### config.mk
export PLATFORM = sky130hd
export DESIGN_NAME = countdown_ctrl
export DESIGN_NICKNAME = d
export VERILOG_FILES = /design/src/rtl/countdown_ctrl.sv
export SDC_FILE = /design/constraint.sdc
export NUM_CORES = 1
export LEC_CHECK = 0
export ABC_AREA = 1
export CAP_MARGIN = 20
export CORE_MARGIN = 2
export CORE_UTILIZATION = 53
export CTS_CLUSTER_DIAMETER = 200
export CTS_CLUSTER_SIZE = 16
export DETAILED_ROUTE_END_ITERATION = 16
export PLACE_DENSITY = 0.86
export SLEW_MARGIN = 15
export SYNTH_ARGS = -nofsm -noshare
export SYNTH_HDL_FRONTEND = slang
export SYNTH_SLANG_ARGS = --single-unit
### constraint.sdc
create_clock -name clk -period 2.7 [get_ports clk]
set_input_delay 0.405 -clock clk [delete_from_list [all_inputs] [get_ports clk]]
set_output_delay 0.405 -clock clk [all_outputs]
set_load 0.05 [all_outputs]
### src/rtl/countdown_ctrl.sv
// MM:SS countdown sequencer: owns the preset, gates the 1 Hz tick into two
// external BCD down-counters and runs the IDLE/RUN/PAUSE/ALARM control FSM.
module countdown_ctrl #(
  parameter int ALARM_SECS = 10
) (
  input  logic       clk,
  input  logic       rst_n,
  input  logic       tick_1hz,
  input  logic       btn_start,
  input  logic       btn_clear,
  input  logic       btn_inc_min,
  input  logic       btn_inc_sec,
  input  logic [3:0] sec_tens,
  input  logic [3:0] sec_ones,
  input  logic [3:0] min_tens,
  input  logic [3:0] min_ones,
  input  logic       sec_borrow,
  output logic       sec_load,
  output logic       min_load,
  output logic       sec_en,
  output logic       min_en,
  output logic [3:0] pre_sec_tens,
  output logic [3:0] pre_sec_ones,
  output logic [3:0] pre_min_tens,
  output logic [3:0] pre_min_ones,
  output logic       running,
  output logic       alarm
);

  typedef enum logic [1:0] {
    IDLE  = 2'd0,
    RUN   = 2'd1,
    PAUSE = 2'd2,
    ALARM = 2'd3
  } state_t;

  localparam logic [7:0] ALARM_LIM = 8'(ALARM_SECS);

  state_t     state, state_nxt;
  logic [7:0] pre_sec, pre_sec_nxt;
  logic [7:0] pre_min, pre_min_nxt;
  logic [7:0] acnt, acnt_nxt;
  logic       cnt_zero;
  logic       any_btn;

  // Two-digit BCD increment over 00..59; anything at or above 59 wraps to 00.
  function automatic logic [7:0] bcd_inc59(input logic [7:0] v);
    logic [7:0] r;
    if (v >= 8'h59)
      r = 8'h00;
    else if (v[3:0] >= 4'd9)
      r = {v[7:4] + 4'd1, 4'd0};
    else
      r = {v[7:4], v[3:0] + 4'd1};
    return r;
  endfunction

  // A pending borrow means the minutes counter is about to change, so a
  // momentary 00 in the digits is not a real expiry.
  assign cnt_zero = ({min_tens, min_ones, sec_tens, sec_ones} == 16'h0000) && !sec_borrow;
  assign any_btn  = btn_start | btn_clear | btn_inc_min | btn_inc_sec;

  always_comb begin
    state_nxt   = state;
    pre_sec_nxt = pre_sec;
    pre_min_nxt = pre_min;
    acnt_nxt    = 8'd0;
    sec_load    = 1'b0;
    min_load    = 1'b0;
    sec_en      = 1'b0;
    min_en      = 1'b0;
    case (state)
      IDLE: begin
        sec_load = 1'b1;
        min_load = 1'b1;
        if (btn_clear) begin
          pre_sec_nxt = 8'h00;
          pre_min_nxt = 8'h00;
        end else if (btn_start) begin
          if ({pre_min, pre_sec} != 16'h0000)
            state_nxt = RUN;
        end else begin
          if (btn_inc_sec)
            pre_sec_nxt = bcd_inc59(pre_sec);
          if (btn_inc_min)
            pre_min_nxt = bcd_inc59(pre_min);
        end
      end
      RUN: begin
        sec_en = tick_1hz && !btn_start && !btn_clear && !cnt_zero;
        min_en = sec_borrow;
        if (btn_clear)
          state_nxt = IDLE;
        else if (cnt_zero)
          state_nxt = ALARM;
        else if (btn_start)
          state_nxt = PAUSE;
      end
      PAUSE: begin
        min_en = sec_borrow;
        if (btn_clear)
          state_nxt = IDLE;
        else if (btn_start)
          state_nxt = RUN;
      end
      ALARM: begin
        acnt_nxt = acnt;
        if (any_btn) begin
          state_nxt = IDLE;
        end else if (tick_1hz) begin
          acnt_nxt = acnt + 8'd1;
          if ((acnt + 8'd1) >= ALARM_LIM)
            state_nxt = IDLE;
        end
      end
      default: state_nxt = IDLE;
    endcase
  end

  always_ff @(posedge clk) begin
    if (!rst_n) begin
      state   <= IDLE;
      pre_sec <= 8'h00;
      pre_min <= 8'h00;
      acnt    <= 8'd0;
    end else begin
      state   <= state_nxt;
      pre_sec <= pre_sec_nxt;
      pre_min <= pre_min_nxt;
      acnt    <= acnt_nxt;
    end
  end

  assign pre_sec_tens = pre_sec[7:4];
  assign pre_sec_ones = pre_sec[3:0];
  assign pre_min_tens = pre_min[7:4];
  assign pre_min_ones = pre_min[3:0];
  assign running      = (state == RUN);
  assign alarm        = (state == ALARM);

endmodule

Word level (Yosys, flattened, before mapping)
Index checks and enable logic that the tools add are counted.
{"block": "totals", "regBits": 26, "input_bits": 24, "output_inout_bits": 22, "wordCells": 79}
{"block": "classes", "n_addsub": 5, "magnitude_cmp": 5, "n_eq_ne": 11, "muxes": 25, "bitwise": 4, "reduce_logical": 23}
{"cell": "two-way mux 8 bit", "n": 10}
{"cell": "two-way mux 2 bit", "n": 11}
{"cell": "adder 4 x 1 -> 4 bit (second input constant)", "n": 4}
{"cell": ">= comparator 8 x 7 -> 1 bit (second input constant)", "n": 2}
{"cell": "logical NOT 16 bit", "n": 1}
{"cell": "nonzero test 16 bit", "n": 1}
{"cell": "adder 8 x 1 -> 8 bit (second input constant)", "n": 1}
{"cell": ">= comparator 4 bit (second input constant)", "n": 2}
{"cell": ">= comparator 8 x 4 -> 1 bit (second input constant)", "n": 1}
{"cell": "one-hot mux 2 bit (4 select lines)", "n": 1}
{"cell": "AND reduction 4 bit", "n": 2}
{"cell": "AND reduction 7 bit", "n": 1}
{"cell": "!= test 2 bit (second input constant)", "n": 3}
{"cell": "AND reduction 3 bit", "n": 2}
{"cell": "nonzero test 3 bit", "n": 2}
{"cell": "equality test 2 bit (second input constant)", "n": 2}
{"cell": "logical AND 1 bit", "n": 4}
{"cell": "logical NOT 1 bit", "n": 4}
{"cell": "!= test 4 x 3 -> 1 bit (second input constant)", "n": 1}
{"cell": "AND reduction 2 bit", "n": 2}
{"cell": "nonzero test 2 bit", "n": 2}
{"cell": "two-way mux 1 bit", "n": 3}
{"cell": "!= test 3 x 1 -> 1 bit (second input constant)", "n": 1}
{"cell": "!= test 3 x 2 -> 1 bit (second input constant)", "n": 1}
{"cell": "7 further kinds", "n": 9}

Logic depth before layout (Yosys ltp)
{"block": "depth", "depth_word": 6, "depth_mapped": 13, "depth_no_buf": 13}

Worst setup path after synthesis
Ideal clock, no wire load.
{"block": "synth_timing", "kind": "reg-to-output", "from": "register state[1]", "to": "output port sec_en", "t_arrival_ns": 2.082, "t_required_ns": 2.295, "path_slack_ns": 0.213, "path_stages_with_launch": 5, "path_buffers": 0, "cell_sequence": "dfxtp_1 > inv_1 > ha_1 > nand3_1 > nor3_1"}
{"block": "synth_between", "elab_chain_cells": 2}
{"element": "start: declaration", "line": "39", "rtl": "state_t state, state_nxt;"}
{"element": "start signal: assignment", "line": "127", "rtl": "state <= state_nxt;"}
{"element": "equality test 2 x 1 -> 1 bit"}
{"element": "via running", "line": "26", "rtl": "output logic running,"}
{"element": "two-way mux 1 bit", "line": "72", "rtl": "case (state)"}
{"element": "end: declaration", "line": "20", "rtl": "output logic sec_en,"}
The timed path passes the listed nets, and every way through them passes these cells.

Final worst setup path
{"block": "layout_timing", "from": "register state[0]", "to": "output port min_en"}
{"block": "layout_between", "elab_chain_cells": 3, "elab_cells_between_ends": 4, "classes_between": "2 x eq/ne; 1 x mux; 1 x reduce/logical"}
{"element": "equality test 2 x 1 -> 1 bit / equality test 2 bit (equally long branches)", "line": "72"}
{"element": "OR reduction 2 bit (no source line) (*)"}
{"element": "two-way mux 1 bit (*)", "line": "72"}
{"element": "end: declaration", "line": "21", "rtl": "output logic min_en,"}
Every way passes the cells marked *; elsewhere a longest branch is shown, timed or not.

==> out/metrics.csv <==
stage,metric,value,unit
sta,tightestPinTransition,512,ps
power_and_ir_drop,ir_drop,0.000426,V
sta,max_freq,417,MHz
clocking,cts-resized-gates,0,
yosys,synth_compound_area_frac,0.122,
worst_setup_path,start_kind,flop,
yosys,ys_seq_elements,26,
grt,grt_max_degree,16,
worst_setup_path,cp_top_family,buffers and inverters,
route,drc,0,
worst_setup_path,worstSetupEndpointType,primary output,
yosys,syn-cell-area,1800,sq um
sta,slew_headroom,0.658,
job,cap_violations,0,
floorplanning,rows,21,
yosys,synth_top_area_frac,0.290,
cells_and_area,fin_util,0.714,
grt,grt_usage,0.218,
worst_setup_path,path_cells,"inv_1, ha_1, nand2_1, inv_1, clkdlybuf4s50_1",
route,drtIter0Drc,106,
grt,grt_pass1_vias,1673,
cells_and_area,instances_no_fill,347,
route,vias_per_cell,5.03,
sta,fin_ws,304,ps
yosys,synthesis.nets,299,
yosys,synthXorXnorAreaFrac,0.0341,
clocking,cts_hold_repair.buffers,0,
route,vias,1745,
cells_and_area,drive_gt1_frac,0.0664,
worst_setup_path,cpPeakStageDelay,780,ps
clocking,cts_buffers,3,
clocking,htree_levels,1,
worst_setup_path,path_class,reg -> out,
yosys,synthSimpleGateAreaFrac,0.314,
sta,rsz0062_at_grt,no,
placed_design,place.gp.congestion,0.853,
power_and_ir_drop,powerDensity,616,nW/um^2
power_and_ir_drop,p_leak,1.03,nW
placed_design,post-place-ws,522,ps
yosys,synth_edf_count,0,
floorplanning,initial_core_util,0.547,
sta,slew_violations,0,
yosys,synth_common_cells,"nand2_1, inv_1, nor2_1",
status,status,finished clean,
yosys,synth_cells,255,
placed_design,place_inst,343,
yosys,async_reset_ff_frac,0,
grt,antenna_found_initial,0,
worst_setup_path,worstPathRequired,2300,ps
clocking,tritoncts,done,
worst_setup_path,slowest_stage,clkdlybuf4s50_1,
worst_setup_path,cp.arrival,1990,ps
placed_design,detailed_place_hpwl,2990,microns
cells_and_area,n_antenna_cell,0,
clocking,cts-root-buf,clkbuf_4,
cells_and_area,fin_nets,346,
grt,grt_pass1_wl,7000,microns
worst_setup_path,path_max_fanout,4,
min_path,hold_path_class,reg -> reg,
floorplanning,ios,46,
yosys,yosysUniqueCellTypes,34,
yosys,synthMuxAreaShare,0,
yosys,synth_area_leaders,"dfxtp_1, ha_1, nand2_1",
yosys,syn_avg_cell_area,7.05,sq um
floorplanning,core-area,3280,sq um
sta,tns,0,ps
yosys,synthAdderAreaFrac,0.139,
grt,grt_overflow_total,0,
clocking,cts_sinks,26,
yosys,yosysSeqAreaShare,0.290,
yosys,synth_top_family_by_area,simple AND/OR/NAND/NOR gates,
sta,fin_crit,2400,ps
sta,finalCritPeriodShare,0.888,
clocking,post-cts-setup-buffers,0,
clocking,cts_max_path_buffers,2,
floorplanning,die-area,3870,sq um
worst_setup_path,path_buf_inv,3,
clocking,clk_pin_slew_worst_paths,150,ps
yosys,synthFlopType,dfxtp_1,
clocking,insertion_delay,330,ps
route,wirelength,3920,microns
floorplanning,dieHeight,62.2,microns
yosys,yosysWarnings,0,
route,drtAntennaViolNets,0,
placed_design,portBuffers,45,
sta,hold_viol,0,
route,first_pass_iters,4,
floorplanning,die_x,62.2,microns
sta,fin_skew,10.4,ps
sta,setup_viol,0,
route,wl_per_cell,11.3,microns
worst_setup_path,crit_top_cell,inv_1,
yosys,yosysMostFrequentCell,nand2_1,
cells_and_area,syn_to_final_growth,30.4,%
yosys,synth.largest_area_cell,dfxtp_1,
stage by stage:
step	instance area, sq um	hold WS [ps]	total power [mW]
detailed placement	2290	475	1.18
finish	2340	501	1.44
CTS	2340	499	1.46
global placement	2290	469	1.17
floorplan	1800	484	0.979
global route	2340	524	1.53
worst register-to-register path, cell delays in order (launching register included):
cell and delay, ps:
dfxtp_1 480, ha_1 260, nand3_1 130, o21bai_1 150, nand2_1 90, nor2_2 90
nand3_1 80, nand2_1 70, nand2_2 70, a21oi_1 130, nor2_1 60
flip-flops by register name, summed over array words and instances, names as in the netlist:
| signal | cells |
|---|---|
| acnt | 8 |
| pre_min | 8 |
| pre_sec | 8 |
| state | 2 |
metal layers:
layer	up-vias	global-route usage	share of wire
li1	902	-	-
met1	795	0.277	0.46
met2	44	0.383	0.48
met3	4	0.0308	0.051
met4	0	0.0639	0.0092
met5	-	0	0
placed cells by master, fill, tap and decap left out, types with 2 or more instances in the layout:
cell / count
nand2_1: 49
clkdlybuf4s50_1: 44
inv_1: 40
nor2_1: 33
dfxtp_1: 26
ha_1: 20
nand3_1: 17
a21oi_1: 15
o21ai_0: 10
xor2_1: 7
nand4_1: 4
a211oi_1: 3
o21ai_1: 3
clkbuf_4: 3
nor3_1: 2
inv_2: 2
and3_1: 2
nand2_2: 2
nor2_4: 2
nor2_2: 2
area by class of cell:
| type | count | area [sq um] |
|---|---|---|
| timing repair buffer | 45 | 460 |
| clock inverter | 1 | 30.0 |
| inverter | 42 | 158 |
| sequential | 26 | 520 |
| tap | 46 | 57.6 |
| clock buffer | 3 | 22.5 |
| multi-input combinational | 184 | 1090 |
| fill | 261 | 941 |
power breakdown:
part	internal, mW	leakage (nW)	switching [mW]
clock network	0.150	0.0279	0.122
registers	0.415	0.210	0.0371
logic	0.257	0.796	0.462
total	0.823	1.03	0.621
kinds of logic (layout without fill, tap and decap cells):
group                    count (synthesis)  in the layout
AO/OA/AOI/OAI                           36             36
XOR/XNOR                                 7              7
flip-flops                              26             26
buffers and inverters                   45             91
adder cells (fa/ha/maj)                 20             20
AND/OR/NAND/NOR                        121            121
path summary, 6_finish.rpt:
kind                            depth (start not counted)                    start  slack [ps]                      end
worst max-delay path                                    5    state[0]$_SDFFE_PN0P_         300                   min_en
worst max register to register                         10     acnt[0]$_SDFFE_PN0P_        1000    state[0]$_SDFFE_PN0P_
worst min register to register                          2  pre_min[7]$_SDFFE_PN0P_         500  pre_min[7]$_SDFFE_PN0P_
worst min-delay path                                    2  pre_min[7]$_SDFFE_PN0P_         500  pre_min[7]$_SDFFE_PN0P_
No activity file was read; power rests on OpenSTA's default activity.
